--- config.mk ---
export PLATFORM = sky130hd
export DESIGN_NAME = uart_cmd_parser_flat
export DESIGN_NICKNAME = d
export VERILOG_FILES = /design/src/rtl/uart_cmd_parser_pkg.sv /design/src/rtl/uart_cmd_parser_if.sv /design/src/rtl/uart_cmd_parser_word_packer.sv /design/src/rtl/uart_cmd_parser.sv /design/src/flat_wrapper.sv
export SDC_FILE = /design/constraint.sdc
export NUM_CORES = 1
export LEC_CHECK = 0
export ABC_CLOCK_PERIOD_IN_PS = 2600
export BUFFER_PORTS_ARGS = -buffer_cell sky130_fd_sc_hd__buf_2
export CORE_AREA = 4 4 136 138
export CTS_CLUSTER_DIAMETER = 150
export DETAILED_ROUTE_END_ITERATION = 7
export DIE_AREA = 0 0 140 142
export PLACE_DENSITY_LB_ADDON = 0.25
export SYNTH_ARGS = -nofsm -noshare
export SYNTH_HDL_FRONTEND = slang
export SYNTH_SLANG_ARGS = --single-unit
--- constraint.sdc ---
create_clock -name clk_i -period 2.6 [get_ports clk_i]
set_clock_uncertainty 0.15 [all_clocks]
set_input_delay 0.39 -clock clk_i [delete_from_list [all_inputs] [get_ports clk_i]]
set_output_delay 0.39 -clock clk_i [all_outputs]
set_load 0.02 [all_outputs]
--- src/rtl/uart_cmd_parser_pkg.sv ---
// Shared types for the UART command path: parser, uart_sm and arithmetic units.
package uart_cmd_pkg;

    localparam int unsigned HDR_BYTES = 4;
    localparam int unsigned LEN_W     = 16;
    localparam int unsigned IDLE_W    = 24;

    typedef enum logic [1:0] {
        CMD_ADD = 2'd0,
        CMD_MUL = 2'd1,
        CMD_DIV = 2'd2
    } cmd_op_e;

    typedef enum logic [1:0] {
        ERR_NONE    = 2'd0,
        ERR_OPC     = 2'd1,
        ERR_LEN     = 2'd2,
        ERR_TIMEOUT = 2'd3
    } err_code_e;

    typedef enum logic [2:0] {
        ST_HDR0    = 3'd0,
        ST_HDR1    = 3'd1,
        ST_HDR2    = 3'd2,
        ST_HDR3    = 3'd3,
        ST_CHECK   = 3'd4,
        ST_CMD     = 3'd5,
        ST_PAYLOAD = 3'd6,
        ST_DRAIN   = 3'd7
    } parser_state_e;

endpackage

--- src/rtl/uart_cmd_parser_if.sv ---
// Byte-in / descriptor+operand-out bus of the command parser.
// master = parser side, slave = UART receiver / downstream side.
interface uart_cmd_parser_if #(
    parameter int unsigned DW = 32
);
    logic [7:0]    rx_data_i;
    logic          rx_valid_i;
    logic          rx_ready_o;
    logic [1:0]    cmd_opcode_o;
    logic [15:0]   cmd_words_o;
    logic          cmd_valid_o;
    logic          cmd_ready_i;
    logic [DW-1:0] op_data_o;
    logic          op_last_o;
    logic          op_valid_o;
    logic          op_ready_i;
    logic          err_o;
    logic [1:0]    err_code_o;

    modport master (
        input  rx_data_i, rx_valid_i, cmd_ready_i, op_ready_i,
        output rx_ready_o, cmd_opcode_o, cmd_words_o, cmd_valid_o,
               op_data_o, op_last_o, op_valid_o, err_o, err_code_o
    );

    modport slave (
        output rx_data_i, rx_valid_i, cmd_ready_i, op_ready_i,
        input  rx_ready_o, cmd_opcode_o, cmd_words_o, cmd_valid_o,
               op_data_o, op_last_o, op_valid_o, err_o, err_code_o
    );
endinterface

--- src/rtl/uart_cmd_parser_word_packer.sv ---
// uart_word_packer: collects bytes little-endian into a word, tags last,
// and holds the word until the consumer accepts it.
module uart_word_packer #(
    parameter int unsigned DW = 32
) (
    input  logic          clk_i,
    input  logic          rst_ni,
    input  logic          clr_i,
    input  logic [7:0]    in_data_i,
    input  logic          in_valid_i,
    input  logic          in_last_i,
    output logic          in_ready_o,
    output logic          load_o,
    output logic [DW-1:0] out_data_o,
    output logic          out_last_o,
    output logic          out_valid_o,
    input  logic          out_ready_i
);

    localparam int unsigned BYTES = DW / 8;
    localparam int unsigned CNT_W = (BYTES > 1) ? $clog2(BYTES) : 1;
    localparam logic [CNT_W-1:0] CNT_LAST = CNT_W'(BYTES - 1);

    logic [BYTES-1:0][7:0] acc_q;
    logic [BYTES-1:0][7:0] word_c;
    logic [CNT_W-1:0]      cnt_q;
    logic [DW-1:0]         out_data_q;
    logic                  out_valid_q;
    logic                  out_last_q;
    logic                  in_ready_c;
    logic                  fire_c;

    // A new byte may enter while no word is pending or the pending one leaves now.
    assign in_ready_c = ~out_valid_q | out_ready_i;
    assign fire_c     = in_valid_i & in_ready_c;

    // Full word as it would look if the incoming byte completed it.
    always_comb begin
        word_c = acc_q;
        for (int unsigned i = 0; i < BYTES; i++) begin
            if (CNT_W'(i) == cnt_q) begin
                word_c[i] = in_data_i;
            end
        end
    end

    // Byte accumulation and output word register.
    always_ff @(posedge clk_i or negedge rst_ni) begin
        if (!rst_ni) begin
            acc_q       <= '0;
            cnt_q       <= '0;
            out_data_q  <= '0;
            out_valid_q <= 1'b0;
            out_last_q  <= 1'b0;
        end else if (clr_i) begin
            cnt_q       <= '0;
            out_valid_q <= 1'b0;
            out_last_q  <= 1'b0;
        end else begin
            if (out_valid_q && out_ready_i) begin
                out_valid_q <= 1'b0;
            end
            if (fire_c) begin
                if (cnt_q == CNT_LAST) begin
                    out_data_q  <= word_c;
                    out_valid_q <= 1'b1;
                    out_last_q  <= in_last_i;
                    cnt_q       <= '0;
                end else begin
                    acc_q[cnt_q] <= in_data_i;
                    cnt_q        <= cnt_q + CNT_W'(1);
                end
            end
        end
    end

    assign in_ready_o  = in_ready_c;
    assign load_o      = fire_c & (cnt_q == CNT_LAST);
    assign out_data_o  = out_data_q;
    assign out_valid_o = out_valid_q;
    assign out_last_o  = out_last_q;

endmodule

--- src/rtl/uart_cmd_parser.sv ---
// UART command framing stage: parses a 4-byte header, issues one descriptor,
// then streams the payload as little-endian operand words. Malformed packets
// are flagged on err_o/err_code_o and drained.
// Optional build macro: UART_CMD_PARSER_TIMEOUT_EN (idle abort, code 3).
module uart_cmd_parser
    import uart_cmd_pkg::*;
#(
    parameter int unsigned datawidth_p = 32,
    parameter int unsigned max_words_p = 255,
    parameter logic [7:0]  opc_add_p   = 8'h10,
    parameter logic [7:0]  opc_mul_p   = 8'h11,
    parameter logic [7:0]  opc_div_p   = 8'h12
) (
    input  logic               clk_i,
    input  logic               rst_ni,
    uart_cmd_parser_if.master  bus
);

    localparam int unsigned BYTES = datawidth_p / 8;

    parser_state_e     state_q;
    logic [7:0]        opc_q;
    logic [7:0]        len_lo_q;
    logic [LEN_W-1:0]  len_q;
    logic [LEN_W-1:0]  words_q;
    logic [LEN_W-1:0]  drain_q;
    logic [LEN_W-1:0]  word_idx_q;
    logic [1:0]        cmd_opcode_q;
    logic [LEN_W-1:0]  cmd_words_q;
    logic              cmd_valid_q;
    logic              err_q;
    logic [1:0]        err_code_q;
    logic              out_en_q;

    logic [LEN_W-1:0]  len_c;
    logic [LEN_W-1:0]  words_c;
    logic [LEN_W-1:0]  rem_c;
    logic              opc_ok_c;
    logic              bad_len_c;
    cmd_op_e           opc_map_c;
    logic              rx_ready_c;
    logic              rx_fire_c;
    logic              cmd_fire_c;
    logic              op_fire_c;
    logic              pay_more_c;
    logic              pk_in_valid_c;
    logic              pk_in_ready_c;
    logic              pk_last_c;
    logic              pk_load_c;
    logic              abort_c;
    logic [datawidth_p-1:0] op_data_c;
    logic              op_valid_c;
    logic              op_last_c;

    // Header validation evaluated on the length MSB byte so err_o lands in CHECK.
    always_comb begin
        len_c     = {bus.rx_data_i, len_lo_q};
        words_c   = LEN_W'((len_c - LEN_W'(HDR_BYTES)) / LEN_W'(BYTES));
        rem_c     = LEN_W'((len_c - LEN_W'(HDR_BYTES)) % LEN_W'(BYTES));
        opc_ok_c  = (opc_q == opc_add_p) || (opc_q == opc_mul_p) || (opc_q == opc_div_p);
        bad_len_c = (len_c < LEN_W'(HDR_BYTES)) || (rem_c != '0) ||
                    (32'(words_c) > 32'(max_words_p));
        opc_map_c = CMD_ADD;
        if (opc_q == opc_mul_p) begin
            opc_map_c = CMD_MUL;
        end else if (opc_q == opc_div_p) begin
            opc_map_c = CMD_DIV;
        end
    end

    // Byte acceptance: header/drain states always, payload only while words remain.
    assign pay_more_c    = (word_idx_q != cmd_words_q);
    assign rx_ready_c    = out_en_q &
                           ((state_q inside {ST_HDR0, ST_HDR1, ST_HDR2, ST_HDR3, ST_DRAIN}) |
                            ((state_q == ST_PAYLOAD) & pay_more_c & pk_in_ready_c));
    assign rx_fire_c     = bus.rx_valid_i & rx_ready_c;
    assign cmd_fire_c    = cmd_valid_q & bus.cmd_ready_i;
    assign op_fire_c     = op_valid_c & bus.op_ready_i;
    assign pk_in_valid_c = bus.rx_valid_i & (state_q == ST_PAYLOAD) & pay_more_c;
    assign pk_last_c     = (word_idx_q == cmd_words_q - LEN_W'(1));

`ifdef UART_CMD_PARSER_TIMEOUT_EN
    logic [IDLE_W-1:0] idle_q;
    logic              activity_c;

    assign activity_c = rx_fire_c | cmd_fire_c | op_fire_c;
    assign abort_c    = (state_q != ST_HDR0) & ~activity_c & (idle_q == '1);

    // Idle watchdog: counts stalled cycles inside a packet.
    always_ff @(posedge clk_i or negedge rst_ni) begin
        if (!rst_ni) begin
            idle_q <= '0;
        end else if ((state_q == ST_HDR0) || activity_c || abort_c) begin
            idle_q <= '0;
        end else begin
            idle_q <= idle_q + IDLE_W'(1);
        end
    end
`else
    assign abort_c = 1'b0;
`endif

    uart_word_packer #(
        .DW (datawidth_p)
    ) u_packer (
        .clk_i       (clk_i),
        .rst_ni      (rst_ni),
        .clr_i       (abort_c),
        .in_data_i   (bus.rx_data_i),
        .in_valid_i  (pk_in_valid_c),
        .in_last_i   (pk_last_c),
        .in_ready_o  (pk_in_ready_c),
        .load_o      (pk_load_c),
        .out_data_o  (op_data_c),
        .out_last_o  (op_last_c),
        .out_valid_o (op_valid_c),
        .out_ready_i (bus.op_ready_i)
    );

    // Parser FSM with registered descriptor and error outputs.
    always_ff @(posedge clk_i or negedge rst_ni) begin
        if (!rst_ni) begin
            state_q      <= ST_HDR0;
            opc_q        <= '0;
            len_lo_q     <= '0;
            len_q        <= '0;
            words_q      <= '0;
            drain_q      <= '0;
            word_idx_q   <= '0;
            cmd_opcode_q <= '0;
            cmd_words_q  <= '0;
            cmd_valid_q  <= 1'b0;
            err_q        <= 1'b0;
            err_code_q   <= '0;
            out_en_q     <= 1'b0;
        end else begin
            out_en_q <= 1'b1;
            err_q    <= 1'b0;
            if (abort_c) begin
                state_q     <= ST_HDR0;
                err_q       <= 1'b1;
                err_code_q  <= ERR_TIMEOUT;
                cmd_valid_q <= 1'b0;
                word_idx_q  <= '0;
            end else begin
                if (pk_load_c) begin
                    word_idx_q <= word_idx_q + LEN_W'(1);
                end
                case (state_q)
                    ST_HDR0: begin
                        if (rx_fire_c) begin
                            opc_q   <= bus.rx_data_i;
                            state_q <= ST_HDR1;
                        end
                    end
                    ST_HDR1: begin
                        if (rx_fire_c) begin
                            state_q <= ST_HDR2;
                        end
                    end
                    ST_HDR2: begin
                        if (rx_fire_c) begin
                            len_lo_q <= bus.rx_data_i;
                            state_q  <= ST_HDR3;
                        end
                    end
                    ST_HDR3: begin
                        if (rx_fire_c) begin
                            len_q   <= len_c;
                            words_q <= words_c;
                            state_q <= ST_CHECK;
                            if (!opc_ok_c) begin
                                err_q      <= 1'b1;
                                err_code_q <= ERR_OPC;
                            end else if (bad_len_c) begin
                                err_q      <= 1'b1;
                                err_code_q <= ERR_LEN;
                            end
                        end
                    end
                    ST_CHECK: begin
                        if (err_q) begin
                            if (len_q > LEN_W'(HDR_BYTES)) begin
                                drain_q <= len_q - LEN_W'(HDR_BYTES);
                                state_q <= ST_DRAIN;
                            end else begin
                                state_q <= ST_HDR0;
                            end
                        end else begin
                            cmd_opcode_q <= opc_map_c;
                            cmd_words_q  <= words_q;
                            cmd_valid_q  <= 1'b1;
                            word_idx_q   <= '0;
                            state_q      <= ST_CMD;
                        end
                    end
                    ST_CMD: begin
                        if (cmd_fire_c) begin
                            cmd_valid_q <= 1'b0;
                            state_q     <= (words_q != '0) ? ST_PAYLOAD : ST_HDR0;
                        end
                    end
                    ST_PAYLOAD: begin
                        if (op_fire_c && op_last_c) begin
                            state_q <= ST_HDR0;
                        end
                    end
                    ST_DRAIN: begin
                        if (rx_fire_c) begin
                            drain_q <= drain_q - LEN_W'(1);
                            if (drain_q == LEN_W'(1)) begin
                                state_q <= ST_HDR0;
                            end
                        end
                    end
                    default: begin
                        state_q <= ST_HDR0;
                    end
                endcase
            end
        end
    end

    assign bus.rx_ready_o   = rx_ready_c;
    assign bus.cmd_opcode_o = cmd_opcode_q;
    assign bus.cmd_words_o  = cmd_words_q;
    assign bus.cmd_valid_o  = cmd_valid_q;
    assign bus.op_data_o    = op_data_c;
    assign bus.op_last_o    = op_last_c;
    assign bus.op_valid_o   = op_valid_c;
    assign bus.err_o        = err_q;
    assign bus.err_code_o   = err_code_q;

endmodule

--- src/flat_wrapper.sv ---
// flat-port wrapper written by rule: the top's interface ports become plain ports
module uart_cmd_parser_flat import uart_cmd_pkg::*;
#(
    parameter int unsigned datawidth_p = 32,
    parameter int unsigned max_words_p = 255,
    parameter logic [7:0]  opc_add_p   = 8'h10,
    parameter logic [7:0]  opc_mul_p   = 8'h11,
    parameter logic [7:0]  opc_div_p   = 8'h12
)
  (clk_i, rst_ni, bus_rx_data_i, bus_rx_valid_i, bus_cmd_ready_i, bus_op_ready_i, bus_rx_ready_o, bus_cmd_opcode_o, bus_cmd_words_o, bus_cmd_valid_o, bus_op_data_o, bus_op_last_o, bus_op_valid_o, bus_err_o, bus_err_code_o);
  uart_cmd_parser_if #(.DW((32))) bus_i ();
  input  logic clk_i;
  input  logic rst_ni;
  input wire logic [$bits(bus_i.rx_data_i)-1:0] bus_rx_data_i;
  input wire logic [$bits(bus_i.rx_valid_i)-1:0] bus_rx_valid_i;
  input wire logic [$bits(bus_i.cmd_ready_i)-1:0] bus_cmd_ready_i;
  input wire logic [$bits(bus_i.op_ready_i)-1:0] bus_op_ready_i;
  output wire logic [$bits(bus_i.rx_ready_o)-1:0] bus_rx_ready_o;
  output wire logic [$bits(bus_i.cmd_opcode_o)-1:0] bus_cmd_opcode_o;
  output wire logic [$bits(bus_i.cmd_words_o)-1:0] bus_cmd_words_o;
  output wire logic [$bits(bus_i.cmd_valid_o)-1:0] bus_cmd_valid_o;
  output wire logic [$bits(bus_i.op_data_o)-1:0] bus_op_data_o;
  output wire logic [$bits(bus_i.op_last_o)-1:0] bus_op_last_o;
  output wire logic [$bits(bus_i.op_valid_o)-1:0] bus_op_valid_o;
  output wire logic [$bits(bus_i.err_o)-1:0] bus_err_o;
  output wire logic [$bits(bus_i.err_code_o)-1:0] bus_err_code_o;
  assign bus_i.rx_data_i = bus_rx_data_i;
  assign bus_i.rx_valid_i = bus_rx_valid_i;
  assign bus_i.cmd_ready_i = bus_cmd_ready_i;
  assign bus_i.op_ready_i = bus_op_ready_i;
  assign bus_rx_ready_o = bus_i.rx_ready_o;
  assign bus_cmd_opcode_o = bus_i.cmd_opcode_o;
  assign bus_cmd_words_o = bus_i.cmd_words_o;
  assign bus_cmd_valid_o = bus_i.cmd_valid_o;
  assign bus_op_data_o = bus_i.op_data_o;
  assign bus_op_last_o = bus_i.op_last_o;
  assign bus_op_valid_o = bus_i.op_valid_o;
  assign bus_err_o = bus_i.err_o;
  assign bus_err_code_o = bus_i.err_code_o;
  uart_cmd_parser #(.datawidth_p(datawidth_p), .max_words_p(max_words_p), .opc_add_p(opc_add_p), .opc_mul_p(opc_mul_p), .opc_div_p(opc_div_p)) u_core (.clk_i(clk_i), .rst_ni(rst_ni), .bus(bus_i));
endmodule
==> impl_metrics.py <==
metrics = {
    "finish": {
        "mostFrequentLayoutCell": "sky130_fd_sc_hd__nand2_1",
        "num_antenna_cells": 0,
        "nets": 1020,
        "regArea_sq_mm": 0.00405,
        "layout_stage_area_growth_over_the_synthesis_result_pct": 16.0,
        "share_of_post_route_cells_with_drive_strength_above_1": 0.224,
        "final_cell_mix": "sky130_fd_sc_hd__nand2_1 (177), sky130_fd_sc_hd__dfrtp_1 (162), sky130_fd_sc_hd__o21ai_0 (74)",
        "layout.filler_cells": 1548,
        "multi_input_comb_area_sq_mm": 0.00429,
    },
    "floorplanning": {
        "initial_core_util": 0.505,
        "placementRows": 48,
        "dieArea_sq_mm": 0.0199,
        "die_height_um": 142,
        "die_w_um": 140,
        "pin_count": 70,
        "core_sq_mm": 0.0172,
    },
    "routing": {
        "post-route-drc-count": 0,
        "wl_per_cell_um": 17.3,
        "dr.first_iter.drc_count": 707,
        "routed_wl_mm": 21.4,
        "viasPerCell": 5.65,
        "detail_route.first_pass.iterations": 5,
        "antenna_left": 0,
        "dr_total_vias": 6969,
    },
    "synth": {
        "synth-adder-area-share": 0.0159,
        "syn-instance-count": 910,
        "synth.largest_area_cell": "sky130_fd_sc_hd__dfrtp_1",
        "synth_edf_count": 0,
        "synthArstFlopShare": 1.00,
        "ys_ff_latch": 162,
        "synth-seq-area-share": 0.467,
        "synth-warning-count": 0,
        "post_synthesis_cell_area_sq_mm": 0.00868,
        "synth_area_per_cell_sq_um": 9.54,
        "synth_largest_type_area_fraction": 0.467,
        "synth-compound-area-share": 0.126,
        "post_synth_and_or_nand_nor_area_fraction": 0.212,
        "synth.mux.area_fraction": 0.0817,
        "yosys-top-cells-area": "sky130_fd_sc_hd__dfrtp_1 (47%), sky130_fd_sc_hd__nand2_1 (7.7%), sky130_fd_sc_hd__mux2_2 (5.1%), sky130_fd_sc_hd__o21ai_0 (4.3%), sky130_fd_sc_hd__xnor2_1 (3.8%)",
        "synth_cell_types": 78,
        "synth_xor_xnor_area_share": 0.0513,
        "synth-main-ff-cell": "sky130_fd_sc_hd__dfrtp_1",
        "main_combinational_cell_family_by_area_after_synthesis": "simple AND/OR/NAND/NOR gates",
    },
    "hold_path": {
        "worst_hold_path_type": "in -> reg",
        "min_delay_worst_endpoint": "u_core.u_packer.out_valid_o",
        "number_of_cells_on_the_worst_hold_path": 3,
        "worstHoldStart": "bus_op_ready_i",
    },
    "clocking": {
        "cts.sinks": 162,
        "clk_pin_slew_worst_paths_ns": 0.07,
        "cts-root-buf": "sky130_fd_sc_hd__clkbuf_16",
        "tritoncts_clock_tree": "done",
        "cts_htree_levels": 4,
        "tritoncts.num_buffers": 17,
        "cts.path.max_buffers": 2,
        "worst_skew_pair.late_latency_ns": 0.43,
    },
    "worst_setup_path": {
        "worst-r2r-setup-slack_ns": 0.08,
        "r2r_end": "u_core.u_packer.acc_q[17]",
        "cp_slowest_cell": "sky130_fd_sc_hd__or4b_4",
        "worst_ep_arrival_time_ns": 2.12,
        "startpoint_type": "register",
        "required_ns": 2.06,
        "cp_max_fo": 2,
        "kind_of_capture_point_of_the_worst_setup_path": "output pin",
        "crit_type": "reg -> out",
        "regToRegStartpoint": "u_core.word_idx_q[11]",
        "worst-r2r-cell-count": 7,
        "timing.critical_path.slowest_cell_delay_ns": 0.53,
        "worstPathCellList": "xnor2_2 -> nand4_1 -> or4b_4 -> o21ai_2 -> a31oi_2 -> buf_2",
    },
    "placed_design": {
        "post_detail_place_hpwl_mm": 15.2,
        "io_buffers": 67,
        "gp_routability_congestion": 0.897,
    },
    "sta": {
        "timing.max_slew.rel_slack": 0.539,
        "layout_min_cycle_time_ns": 2.66,
        "totalNegativeSetupSlack_ns": -0.0634,
        "slew_violations": 0,
        "fmax_mhz": 375,
        "setup_viol_count_final": 1,
        "setup_ws_ns": -0.0634,
        "finalHoldViolCount": 0,
        "finalCritPeriodShare": 1.02,
        "unrepaired_setup_endpoints_after_global_routing": "yes",
        "holdWs_ns": 0.105,
        "worst_pin_slew_ns": 0.691,
    },
    "global_routing": {
        "grt_antenna_before_repair": 0,
        "first_global_vias": 6856,
        "grt_pass1_wl_mm": 35.5,
        "maximum_number_of_pins_on_one_net_before_global_route_repair": 75,
        "grt_overflow": 0,
        "track_usage": 0.222,
    },
    "pwr": {
        "cellPowerDensity_mw_per_mm2": 1150,
        "total_power_uw": 11600,
        "peakVddDrop_mv": 0.660,
        "power_leakage_uw": 0.00470,
    },
    "outcome": {
        "outcome": "finished with violations",
        "failed_checks": "negative setup slack",
    },
    "job": {
        "cap_violations": 0,
    },
}
[cell families (layout without fill, tap and decap cells)]
logic type,Yosys count,in the layout
compound gates,172,172
simple gates,368,368
other cells,2,3
flops,162,162
buf+inv,79,177
xor+xnor,50,50
fa+ha+maj,11,11
mux,66,66
[flip-flops by register name (all words and copies together), names as in the netlist, 3 cells and up]
signal and cells:
u_core.u_packer.out_data_o 32, u_core.u_packer.acc_q 24, u_core.drain_q 16, u_core.len_q 16, u_core.word_idx_q 16, u_core.bus.cmd_words_o 14
u_core.words_q 14, u_core.len_lo_q 8, u_core.opc_q 8, u_core.state_q 3
[layout make-up]
type	instances	area share
inverter	23	0.00857
clock buffer	18	0.0436
sequential	162	0.403
timing repair buffer	122	0.0789
tap	225	0.0280
multi-input combinational	670	0.426
clock inverter	14	0.0123
[synth_stat cells, types with 4 or more instances]
| master | instances |
|---|---|
| sky130_fd_sc_hd__nand2_1 | 177 |
| sky130_fd_sc_hd__dfrtp_1 | 162 |
| sky130_fd_sc_hd__o21ai_0 | 75 |
| sky130_fd_sc_hd__nor2_1 | 51 |
| sky130_fd_sc_hd__mux2_2 | 39 |
| sky130_fd_sc_hd__xnor2_1 | 38 |
| sky130_fd_sc_hd__a21oi_1 | 35 |
| sky130_fd_sc_hd__clkbuf_1 | 34 |
| sky130_fd_sc_hd__mux2i_1 | 27 |
| sky130_fd_sc_hd__nand3_1 | 25 |
| sky130_fd_sc_hd__inv_1 | 23 |
| sky130_fd_sc_hd__nor3_1 | 17 |
| sky130_fd_sc_hd__nor4_1 | 14 |
| sky130_fd_sc_hd__nand4_1 | 12 |
| sky130_fd_sc_hd__ha_1 | 11 |
| sky130_fd_sc_hd__or3_1 | 11 |
| sky130_fd_sc_hd__xor2_1 | 11 |
| sky130_fd_sc_hd__a31oi_1 | 9 |
| sky130_fd_sc_hd__nand2b_1 | 9 |
| sky130_fd_sc_hd__buf_2 | 8 |
| sky130_fd_sc_hd__and3_1 | 7 |
| sky130_fd_sc_hd__nand3b_1 | 7 |
| sky130_fd_sc_hd__buf_6 | 5 |
| sky130_fd_sc_hd__or4_1 | 5 |
| sky130_fd_sc_hd__nor2b_1 | 4 |
[routing by layer]
| layer | part of all wire | GRT usage | wire length [um] |
|---|---|---|---|
| met1 | 0.48 | 0.323 | 10200 |
| met2 | 0.46 | 0.340 | 9800 |
| met3 | 0.043 | 0.0370 | 908 |
| met4 | 0.022 | 0.0770 | 467 |
| met5 | 0 | 0 | 0 |
[per-stage QoR]
| stage | area (sq um) | worst slack, ns | std cells | util |
|---|---|---|---|---|
| after global placement | 9420 | 0.166 | 1196 | 0.548 |
| after global routing | 10100 | -0.136 | 1234 | 0.586 |
| after CTS | 10100 | -0.0709 | 1233 | 0.585 |
| after detailed placement | 9420 | 0.131 | 1196 | 0.548 |
| final | 10100 | -0.0634 | 1234 | 0.586 |
| after floorplan | 8680 | 0.179 | 911 | - |
[worst max-delay path by stage]
stage / cells past startpoint / start / slack [ns] / to
after floorplan: 7 / u_core.bus.cmd_words_o[4] / 0.18 / u_core.u_packer.acc_q[10]
after global placement: 6 / u_core.word_idx_q[7] / 0.17 / u_core.u_packer.acc_q[14]
after detailed placement: 6 / u_core.bus.cmd_words_o[0] / 0.13 / u_core.u_packer.acc_q[5]
after CTS: 6 / u_core.bus.cmd_words_o[11] / -0.07 / bus_rx_ready_o
after global routing: 6 / u_core.word_idx_q[7] / -0.14 / bus_rx_ready_o
final: 6 / u_core.word_idx_q[11] / -0.06 / bus_rx_ready_o
[critical path: cells and delay by family, from the launching register on]
kind | cells | cell delay, ns
buffers and inverters | 1 | 0.17
flip-flops | 1 | 0.41
AND/OR/NAND/NOR | 2 | 0.64
AO/OA/AOI/OAI | 2 | 0.27
XOR/XNOR | 1 | 0.20
[report_power, final]
group	internal, uW	switching, uW	total (uW)
clock	1280	1100	2380
combinational	2130	2760	4890
sequential	3450	890	4340
[repair_timing]
| item | CTS | global route |
|---|---|---|
| pin swaps | 5 | 2 |
| setup endpoints to repair | 1 | 23 |
| resized for setup | 6 | 1 |
| gates cloned | 0 | 0 |
| setup buffers | 4 | 1 |
| hold buffers | 1 | 0 |
| hold endpoints to repair | 29 | 0 |
No activity file was read; power rests on OpenSTA's default activity.
